`src/rtl/fpadd_pkg.sv`:
```
// Shared types and IEEE-754 single-precision helpers for the adder scheduler.
package fpadd_pkg;

    typedef enum logic [1:0] {
        IDLE = 2'd0,
        EXEC = 2'd1,
        RESP = 2'd2
    } sched_state_t;

    localparam int FP_W    = 32;
    localparam int EXP_MSB = 30;
    localparam int EXP_LSB = 23;
    localparam int MANT_W  = 23;

    // Sign bit is ignored so that both +0 and -0 count as zero.
    function automatic logic fp_is_zero(input logic [FP_W-1:0] x);
        return (x[EXP_MSB:0] == '0);
    endfunction

endpackage

```
`src/rtl/adderunit.sv`:
```
// Combinational single-precision adder for nonzero normal operands, round-to-nearest-even.
module adderunit
    import fpadd_pkg::*;
(
    input  logic [FP_W-1:0] dataA,
    input  logic [FP_W-1:0] dataB,
    output logic [FP_W-1:0] dataR
);

    logic              w_swap;
    logic [FP_W-1:0]   w_big;
    logic [FP_W-1:0]   w_small;
    logic [7:0]        w_diff;
    logic [26:0]       w_small_full;
    logic [26:0]       w_small_sh;
    logic              w_sticky;
    logic [26:0]       w_small_al;
    logic [27:0]       w_big_full;
    logic [27:0]       w_sum;
    logic [4:0]        w_lz;
    logic [26:0]       w_norm;
    logic signed [9:0] w_exp;
    logic              w_round_up;
    logic [24:0]       w_mant_rnd;
    logic signed [9:0] w_exp_fin;
    logic [MANT_W-1:0] w_frac;

    // Order by magnitude so the subtraction below never goes negative.
    assign w_swap  = dataB[EXP_MSB:0] > dataA[EXP_MSB:0];
    assign w_big   = w_swap ? dataB : dataA;
    assign w_small = w_swap ? dataA : dataB;
    assign w_diff  = w_big[EXP_MSB:EXP_LSB] - w_small[EXP_MSB:EXP_LSB];

    assign w_small_full = {1'b1, w_small[MANT_W-1:0], 3'b000};
    assign w_big_full   = {2'b01, w_big[MANT_W-1:0], 3'b000};

    always_comb begin
        w_small_sh = '0;
        w_sticky   = 1'b0;
        if (w_diff >= 8'd27) begin
            w_sticky = |w_small_full;
        end else begin
            w_small_sh = w_small_full >> w_diff;
            w_sticky   = |(w_small_full & ~({27{1'b1}} << w_diff));
        end
    end

    assign w_small_al = {w_small_sh[26:1], w_small_sh[0] | w_sticky};
    assign w_sum = (w_big[31] == w_small[31]) ? (w_big_full + {1'b0, w_small_al})
                                              : (w_big_full - {1'b0, w_small_al});

    always_comb begin
        w_lz = 5'd0;
        for (int k = 0; k < 27; k++) begin
            if (w_sum[k]) w_lz = 5'(26 - k);
        end
    end

    // Bits [26:3] hold the 24-bit significand; [2] guard, [1:0] round/sticky.
    always_comb begin
        w_norm = '0;
        w_exp  = '0;
        if (w_sum[27]) begin
            w_norm = {w_sum[27:2], w_sum[1] | w_sum[0]};
            w_exp  = $signed({2'b00, w_big[EXP_MSB:EXP_LSB]}) + 10'sd1;
        end else begin
            w_norm = w_sum[26:0] << w_lz;
            w_exp  = $signed({2'b00, w_big[EXP_MSB:EXP_LSB]}) - $signed({5'b00000, w_lz});
        end
    end

    assign w_round_up = w_norm[2] & ((|w_norm[1:0]) | w_norm[3]);
    assign w_mant_rnd = {1'b0, w_norm[26:3]} + {24'd0, w_round_up};
    assign w_exp_fin  = w_exp + (w_mant_rnd[24] ? 10'sd1 : 10'sd0);
    assign w_frac     = w_mant_rnd[24] ? w_mant_rnd[23:1] : w_mant_rnd[22:0];

    always_comb begin
        dataR = '0;
        if (w_sum == '0) begin
            dataR = '0;
        end else if (w_exp_fin >= 10'sd255) begin
            dataR = {w_big[31], 8'hFF, {MANT_W{1'b0}}};
        end else if (w_exp_fin <= 10'sd0) begin
            dataR = {w_big[31], 31'd0};
        end else begin
            dataR = {w_big[31], w_exp_fin[7:0], w_frac};
        end
    end

endmodule

```
`src/rtl/rr_arbiter.sv`:
```
// Round-robin arbiter: first requester at or after ptr (mod N_REQ) wins while enabled.
module rr_arbiter #(
    parameter int N_REQ = 4,
    parameter int ID_W  = $clog2(N_REQ)
) (
    input  logic [N_REQ-1:0] req,
    input  logic [ID_W-1:0]  ptr,
    input  logic             enable,
    output logic [N_REQ-1:0] grant,
    output logic [ID_W-1:0]  grant_idx
);

    logic [ID_W-1:0]  w_idx [N_REQ];
    logic [N_REQ-1:0] w_hit;
    logic [ID_W-1:0]  w_sel;
    logic             w_any;

    // ptr < N_REQ and offset < N_REQ, so one conditional subtract wraps the sum.
    for (genvar gi = 0; gi < N_REQ; gi++) begin : g_rot
        logic [ID_W:0] w_sum;
        assign w_sum       = {1'b0, ptr} + (ID_W+1)'(gi);
        assign w_idx[gi]   = (w_sum >= (ID_W+1)'(N_REQ)) ? ID_W'(w_sum - (ID_W+1)'(N_REQ))
                                                         : w_sum[ID_W-1:0];
        assign w_hit[gi]   = req[w_idx[gi]];
    end

    always_comb begin
        w_sel = '0;
        for (int k = N_REQ - 1; k >= 0; k--) begin
            if (w_hit[k]) w_sel = w_idx[k];
        end
    end

    assign w_any     = |req;
    assign grant     = (enable && w_any) ? (N_REQ'(1) << w_sel) : '0;
    assign grant_idx = w_sel;

endmodule

```
`src/rtl/fpadd_scheduler.sv`:
```
// Shares one combinational FP adder among N_REQ requesters; one op in flight, result held until taken.
module fpadd_scheduler
    import fpadd_pkg::*;
#(
    parameter int N_REQ = 4,
    parameter int ID_W  = $clog2(N_REQ)
) (
    input  logic                        clk,
    input  logic                        rst,
    input  logic [N_REQ-1:0]            req_valid,
    output logic [N_REQ-1:0]            req_ready,
    input  logic [N_REQ-1:0][FP_W-1:0]  req_a,
    input  logic [N_REQ-1:0][FP_W-1:0]  req_b,
    output logic                        rsp_valid,
    input  logic                        rsp_ready,
    output logic [FP_W-1:0]             rsp_data,
    output logic [ID_W-1:0]             rsp_id,
    output logic                        busy,
    output logic [15:0]                 done_count
);

    sched_state_t    r_state;
    sched_state_t    w_state_next;
    logic [ID_W-1:0] r_rr_ptr;
    logic [FP_W-1:0] r_op_a;
    logic [FP_W-1:0] r_op_b;
    logic [ID_W-1:0] r_op_id;
    logic [FP_W-1:0] r_rsp_data;
    logic [ID_W-1:0] r_rsp_id;
    logic [15:0]     r_done_count;

    logic             w_rsp_fire;
    logic             w_grant_en;
    logic [N_REQ-1:0] w_grant;
    logic [ID_W-1:0]  w_grant_idx;
    logic             w_xfer;
    logic [FP_W-1:0]  w_adder_r;
    logic [FP_W-1:0]  w_result;
    logic             w_a_zero;
    logic             w_b_zero;

    rr_arbiter #(
        .N_REQ (N_REQ),
        .ID_W  (ID_W)
    ) u_arb (
        .req       (req_valid),
        .ptr       (r_rr_ptr),
        .enable    (w_grant_en),
        .grant     (w_grant),
        .grant_idx (w_grant_idx)
    );

    adderunit u_add (
        .dataA (r_op_a),
        .dataB (r_op_b),
        .dataR (w_adder_r)
    );

    // Accepting the next op in the same cycle the response leaves keeps one op every 2 cycles.
    assign w_rsp_fire = (r_state == RESP) && rsp_ready;
    assign w_grant_en = !rst && ((r_state == IDLE) || w_rsp_fire);
    assign req_ready  = w_grant;
    assign w_xfer     = |(req_valid & w_grant);

    always_comb begin
        w_state_next = r_state;
        rsp_valid    = 1'b0;
        busy         = 1'b0;
        case (r_state)
            IDLE: begin
                if (w_xfer) w_state_next = EXEC;
            end
            EXEC: begin
                busy         = 1'b1;
                w_state_next = RESP;
            end
            RESP: begin
                busy      = 1'b1;
                rsp_valid = 1'b1;
                if (rsp_ready) w_state_next = w_xfer ? EXEC : IDLE;
            end
            default: w_state_next = IDLE;
        endcase
    end

    // The adder cannot take zero operands, so those cases are resolved here.
    assign w_a_zero = fp_is_zero(r_op_a);
    assign w_b_zero = fp_is_zero(r_op_b);

    always_comb begin
        w_result = w_adder_r;
        case ({w_a_zero, w_b_zero})
            2'b10:   w_result = r_op_b;
            2'b01:   w_result = r_op_a;
            2'b11:   w_result = {r_op_a[31] & r_op_b[31], 31'd0};
            default: w_result = w_adder_r;
        endcase
    end

    always_ff @(posedge clk) begin
        if (rst) begin
            r_state      <= IDLE;
            r_rr_ptr     <= '0;
            r_op_a       <= '0;
            r_op_b       <= '0;
            r_op_id      <= '0;
            r_rsp_data   <= '0;
            r_rsp_id     <= '0;
            r_done_count <= '0;
        end else begin
            r_state <= w_state_next;
            if (w_xfer) begin
                r_op_a   <= req_a[w_grant_idx];
                r_op_b   <= req_b[w_grant_idx];
                r_op_id  <= w_grant_idx;
                r_rr_ptr <= (w_grant_idx == ID_W'(N_REQ - 1)) ? '0 : w_grant_idx + 1'b1;
            end
            if (r_state == EXEC) begin
                r_rsp_data <= w_result;
                r_rsp_id   <= r_op_id;
            end
            if (w_rsp_fire) r_done_count <= r_done_count + 16'd1;
        end
    end

    assign rsp_data   = r_rsp_data;
    assign rsp_id     = r_rsp_id;
    assign done_count = r_done_count;

endmodule

```
`config.mk`:
```
export PLATFORM = sky130hd
export DESIGN_NAME = fpadd_scheduler
export DESIGN_NICKNAME = d
export VERILOG_FILES = /design/src/rtl/fpadd_pkg.sv /design/src/rtl/adderunit.sv /design/src/rtl/rr_arbiter.sv /design/src/rtl/fpadd_scheduler.sv
export SDC_FILE = /design/constraint.sdc
export NUM_CORES = 1
export LEC_CHECK = 0
export ABC_AREA = 1
export BUFFER_PORTS_ARGS = -buffer_cell sky130_fd_sc_hd__buf_4
export CAP_MARGIN = 5
export CORE_UTILIZATION = 30
export DETAILED_ROUTE_END_ITERATION = 16
export REMOVE_ABC_BUFFERS = 1
export SLEW_MARGIN = 20
export SYNTH_ARGS = -nofsm -noshare
export SYNTH_HDL_FRONTEND = slang
export SYNTH_SLANG_ARGS = --single-unit
```
`constraint.sdc`:
```
create_clock -name clk -period 10.5 [get_ports clk]
set_input_delay 1.575 -clock clk [delete_from_list [all_inputs] [get_ports clk]]
set_output_delay 1.575 -clock clk [all_outputs]
set_load 0.03 [all_outputs]
```
==> summary.txt, run 1 <==
Run status
  – Run status: finished with violations
  – Failing checks: setup timing

Setup path
  – RR Startpoint: r_op_a[23]
  – CP peak stage delay: around 0.36 ns
  – Worst setup path startpoint: r_op_a[23]
  – Worst setup SP type: flip-flop
  – CP arrival: 11.43 ns
  – Worst path required time: 10.85 ns
  – Setup CP Type: flip-flop to flip-flop
  – CP max FO: 12
  – Critical Path End Type: flip-flop
  – Worst path slowest cell: ha_1
  – Most frequent CP cell: nand2_2

STA
  – Period minus WS final: roughly 11 ns
  – Slew Limit Fails: 0
  – Final hold violations: 0
  – Layout Skew: 0.0173 ns
  – Setup TNS Final: -15.45 ns
  – RSZ-0062 raised after global routing: yes
  – Worst-margin pin slew: 1.02 ns
  – Final critical-path setup slack: -0.583 ns
  – Max_slew headroom: 32.0%
  – # setup viols final: 30
  – F_max: 0.0902 GHz
  – Final period util: 106%

Clock tree
  – H-tree Lvls: 4
  – CTS tree: yes
  – Hold_buf cts: 0
  – Root buf cell: clkbuf_16
  – Clock Sinks: 120
  – Clock Pin Slew Worst Setup and Hold Paths: ~0.07 ns
  – CTS buffer count: 17
  – Clock insertion delay at the later pin of the skew report: 0.46 ns
  – Clock buffer depth: 2

Global route
  – Vias in the first global route: between 20000 and 25000
  – Grt ovf: 0
  – Initial antenna violation count: 0
  – Global route hottest layer: met2
  – Pin count of the biggest net entering global routing: slightly above 80
  – M2 GR Usage: between 40% and 50%
  – Global-route met3 utilization: between 3 and 4%
  – First-pass GRT wire length: 121 mm
  – Gr usage total: between 20 and 30%
  – Grt met1 use: 35.8%

Finish
  – Area growth syn-to-layout: 54.1%
  – Fill cells: around 6000
  – Final net count: about 4200
  – Antenna diode count: 0
  – Layout cells sized above 1: between 30 and 40%

Logic synthesis
  – Area leader, netlist: nand2_1
  – Syn Area/Cell: between 5 and 6 um2
  – Most numerous cell in the Yosys netlist: nand2_1
  – Cells after Synth: 3048
  – Top FF cell, synth: dfxtp_1
  – Cell Area, Synth: 17200 um2
  – Ys async rst share: 0%
  – Share of the synthesized area in the top cell type: about 16%
  – Post-synth EDFFs: 0
  – Register bit total from synthesis: 120
  – Synth warn: 0
  – Post-synthesis sequential area ratio: between 10% and 20%
  – Unique masters post-synth: 73
  – Synth cell count leaders: 742 x nand2_1, 368 x inv_1, 363 x nand3_1, 285 x o21ai_0, 262 x nor2_1
  – Synth area leaders: nand2_1 16%, dfxtp_1 14%, nand3_1 11%, o21ai_0 8.3%, inv_1 8.0%

Routing
  – Final wirelength: approximately 82 mm
  – First-pass iteration count of the detailed router: 7
  – DR iter-0 viols: around 2300
  – DRC viols: 0
  – Routed Antenna Nets: 0
  – DR WL/cell: ~18 um
  – Total number of vias: between 20000 and 25000
  – Vias per inst: 5.17

Place
  – I/O Buffers: between 300 and 400
  – Placer Congestion: between 1 and 1.5
  – DP HPWL: roughly 64 mm

Floorplanning
  – Die Width: around 240 um
  – Row count: 87
  – Initial Util: around 30%
  – Core Area: ~56000 um2
  – Die area: 58200 um2
  – I/O pin count: between 300 and 400
  – Die Ht: between 200 and 250 um

Min path
  – Tightest Hold Check Type: flip-flop to flip-flop
  – Hold path startpoint: done_count[15]

Job
  – Total of max-cap violations: 0
[worst paths after layout]
path,endpoint,slack [ns],cells after the start
setup / recovery,rsp_data[7],-0.58,88
hold / removal,done_count[15],0.47,2
setup reg to reg,rsp_data[7],-0.58,88
hold reg to reg,done_count[15],0.47,2
[cell type report]
class	count	area (um2)	area share, %
well taps	756	946	3.58
clock buffers	20	447	1.69
flip-flops and latches	120	2420	9.16
multi-input cells	2375	13700	51.8
repair buffers	924	7280	27.5
clock inverters	11	148	0.558
inverters	396	1500	5.67
repair inverters	1	5.00	0.0189
[flip-flops by register name, summed over array words and instances (netlist names)]
signal      cells
r_op_a         32
r_op_b         32
rsp_data       32
done_count     16
r_op_id         2
r_rr_ptr        2
r_state         2
rsp_id          2
[cells in the final DEF, fill, tap and decap left out, drive strengths merged, types with 35 or more instances in the layout]
cell	n
nand3	377
inv	391
buf	918
nand4	57
nor2	284
o22ai	41
ha	99
dfxtp	120
nand2	782
o21ai	305
xor2	35
nor3	52
a21oi	192
[cells by family (layout without fill, tap and decap cells)]
logic type | after synthesis | after routing | synth area share, %
simple gates | 1588 | 1588 | 41.2
compound gates | 627 | 627 | 20.5
buf+inv | 553 | 1352 | 13.6
flops | 120 | 120 | 14.0
fa+ha+maj | 101 | 101 | 7.45
xor+xnor | 45 | 45 | 2.47
mux | 14 | 14 | 0.816
[metrics by stage]
step | hold WS (ns) | utilization, % | instance area [um2] | setup slack (ns) | instances
2_1_floorplan | 0.436 | - | 16300 | -2.32 | 2891
3_3_place_gp | 0.454 | 41.5 | 23400 | -0.653 | 4445
3_5_place_dp | 0.462 | 41.5 | 23400 | -0.802 | 4445
4_1_cts | 0.472 | 44.9 | 25400 | -0.134 | 4573
5_1_grt | 0.504 | 46.8 | 26500 | -1.38 | 4603
6_report | 0.469 | 46.8 | 26500 | -0.583 | 4603
[metal layers]
metal	routed length [um]	up-vias
li1	-	11692
met1	35500	10885
met2	37900	1047
met3	5560	155
met4	3000	0
met5	0	-
[repair_timing]
item | 4_1_cts | 5_1_grt
buffers inserted | 94 | 25
resized for setup | 134 | 169
pin swaps | 51 | 59
cloned | 3 | 5
setup endpoints to repair | 31 | 31
[critical path: cells and delay by family, from the launching register on]
family          cells  cell delay, ns
xor+xnor            1            0.21
fa+ha+maj           3            0.83
simple gates       48            4.75
flops               1            0.33
buf+inv            18            2.02
compound gates     18            2.73
Power of run 1 is not shown: default switching activity piles up to over one toggle a cycle in this logic, so the estimate is an artifact.
==> run 2: changes to the inputs <==
PLACE_DENSITY = 0.5   (was unset)
REMOVE_ABC_BUFFERS = unset   (was 1)
==> summary.txt, run 2 (synthesized netlist as in run 1, its figures left out) <==
Clock tree
  – CTS buffer count: 17
  – Clock insertion delay at the later pin of the skew report: roughly 0.44 ns
  – H-tree Lvls: 4
  – CTS tree: yes
  – Root buf cell: clkbuf_16
  – Clock buffer depth: 2
  – Clock Sinks: 120
  – Clock Pin Slew Worst Setup and Hold Paths: around 0.06 ns
  – Hold_buf cts: 0

Global route
  – Grt ovf: 0
  – First-pass GRT wire length: between 100 and 150 mm
  – Pin count of the biggest net entering global routing: ~110
  – Gr usage total: roughly 30%
  – Vias in the first global route: 22646
  – Initial antenna violation count: 5

Finish
  – Most used cells in the layout excluding fill and tap cells: 862 x buf_4, 697 x nand2_1, 346 x inv_1, 309 x nand3_1, 273 x o21ai_0
  – Fin area: roughly 26000 um2
  – Final net count: between 4000 and 5000
  – Non-Filler Instances: about 4600
  – Layout cells sized above 1: 33.7%
  – Area growth syn-to-layout: 52.6%
  – Commonest non-fill, non-tap cell in the layout: buf_4

Setup path
  – Crit path max-delay family: simple AND/OR/NAND/NOR gates
  – Setup CP Type: flip-flop to flip-flop
  – Reg-to-reg slack, setup: -0.41 ns
  – FF-to-FF End: rsp_data[9]
  – Total buffers and inverters traversed by the critical path: 15
  – Critical Path Stages: 86
  – RR Startpoint: r_op_a[5]
  – Worst path slowest cell: o41ai_4
  – Worst setup path startpoint: r_op_a[5]
  – Worst Setup EP: rsp_data[9]
  – Reg2Reg Depth: 86
  – Worst path required time: approximately 11 ns
  – CP peak stage delay: around 0.4 ns
  – CP arrival: 11.21 ns
  – Critical Path End Type: flip-flop
  – Most frequent CP cell: nand2_2
  – CP max FO: 11
  – Worst setup SP type: flip-flop

Floorplanning
  – Initial Util: between 30% and 40%
  – Core Area: around 56000 um2
  – Die Width: 241 um
  – I/O pin count: 319
  – Die area: ~58000 um2
  – Row count: 87
  – Die Ht: about 240 um

Routing
  – Total number of vias: roughly 24000
  – First-pass iteration count of the detailed router: 7
  – Final wirelength: just under 90 mm
  – DR iter-0 viols: around 1900
  – DRC viols: 0
  – Vias per inst: between 5 and 6
  – DR WL/cell: slightly below 20 um
  – Routed Antenna Nets: 0

Place
  – DP HPWL: approximately 70 mm
  – I/O Buffers: between 300 and 400
  – Placer Congestion: 0.983
  – Placed Area: between 20000 and 25000 um2
  – DP Cell Count: 4453

Run status
  – Failing checks: setup timing
  – Run status: finished with violations

STA
  – Final period util: 104%
  – Slew Limit Fails: 0
  – Setup TNS Final: -10.80 ns
  – RSZ-0062 raised after global routing: yes
  – Max_slew headroom: between 20% and 30%
  – Worst-margin pin slew: between 1 and 1.5 ns
  – F_max: about 0.09 GHz
  – Final hold violations: 0
  – # setup viols final: 30
  – Layout Skew: ~0.016 ns
  – Period minus WS final: 10.91 ns
  – Final critical-path setup slack: -0.409 ns

Min path
  – Tightest Hold Check Type: flip-flop to flip-flop

Job
  – Total of max-cap violations: 0

Logic synthesis
  – Post-synth net total: approximately 3400
## run 2: area by class of cell
| cell class | instances | area (um2) |
|---|---|---|
| repair buffers | 897 | 7050 |
| multi-input cells | 2376 | 13700 |
| clock inverters | 11 | 150 |
| inverters | 396 | 1510 |
| well taps | 756 | 946 |
| clock buffers | 19 | 443 |
| diodes | 5 | 12.5 |
| fillers | 5908 | 30300 |
| flip-flops and latches | 120 | 2430 |
## run 2: repair_timing
item / 4_1_cts / 5_1_grt
gates cloned: 3 / 3
setup buffers: 51 / 34
resized for setup: 83 / 190
endpoints found under the setup margin: 31 / 31
pin swaps: 51 / 102
## run 2: worst min path at each step
stage                         from              to  depth (start not counted)
detailed placement      r_op_id[0]       rsp_id[0]                          2
finish                  r_op_id[0]      r_op_id[0]                          2
global placement        r_op_id[0]       rsp_id[0]                          2
floorplan               r_op_id[0]       rsp_id[0]                          2
CTS                     r_op_id[0]       rsp_id[0]                          2
global route        done_count[15]  done_count[15]                          2
## run 2: stage by stage
| stage | setup slack [ns] | util [%] | hold WS [ns] |
|---|---|---|---|
| 2_1_floorplan | 0.0182 | - | 0.434 |
| 3_3_place_gp | -0.890 | 41.9 | 0.452 |
| 3_5_place_dp | -1.10 | 41.9 | 0.462 |
| 4_1_cts | -0.155 | 44.3 | 0.471 |
| 5_1_grt | -1.23 | 46.4 | 0.499 |
| 6_report | -0.409 | 46.4 | 0.473 |
## run 2: per-layer routing
metal / global-route usage [%] / share of wire [%] / vias to the layer above
met4: 13.5 / 4.4 / 0
li1: - / - / 11653
met3: 2.45 / 4.7 / 148
met2: 50.6 / 48 / 846
met1: 37.3 / 43 / 11018
met5: 0 / 0 / -
## run 2: worst register-to-register path, delay by kind of cell, from the launching register on
family	cells	cell delay (ns)
flip-flops	1	0.35
XOR/XNOR	1	0.12
adder cells (fa/ha/maj)	5	1.00
AO/OA/AOI/OAI	19	3.11
buffers and inverters	15	1.43
AND/OR/NAND/NOR	46	4.78
Power of run 2 is left out for the same reason.
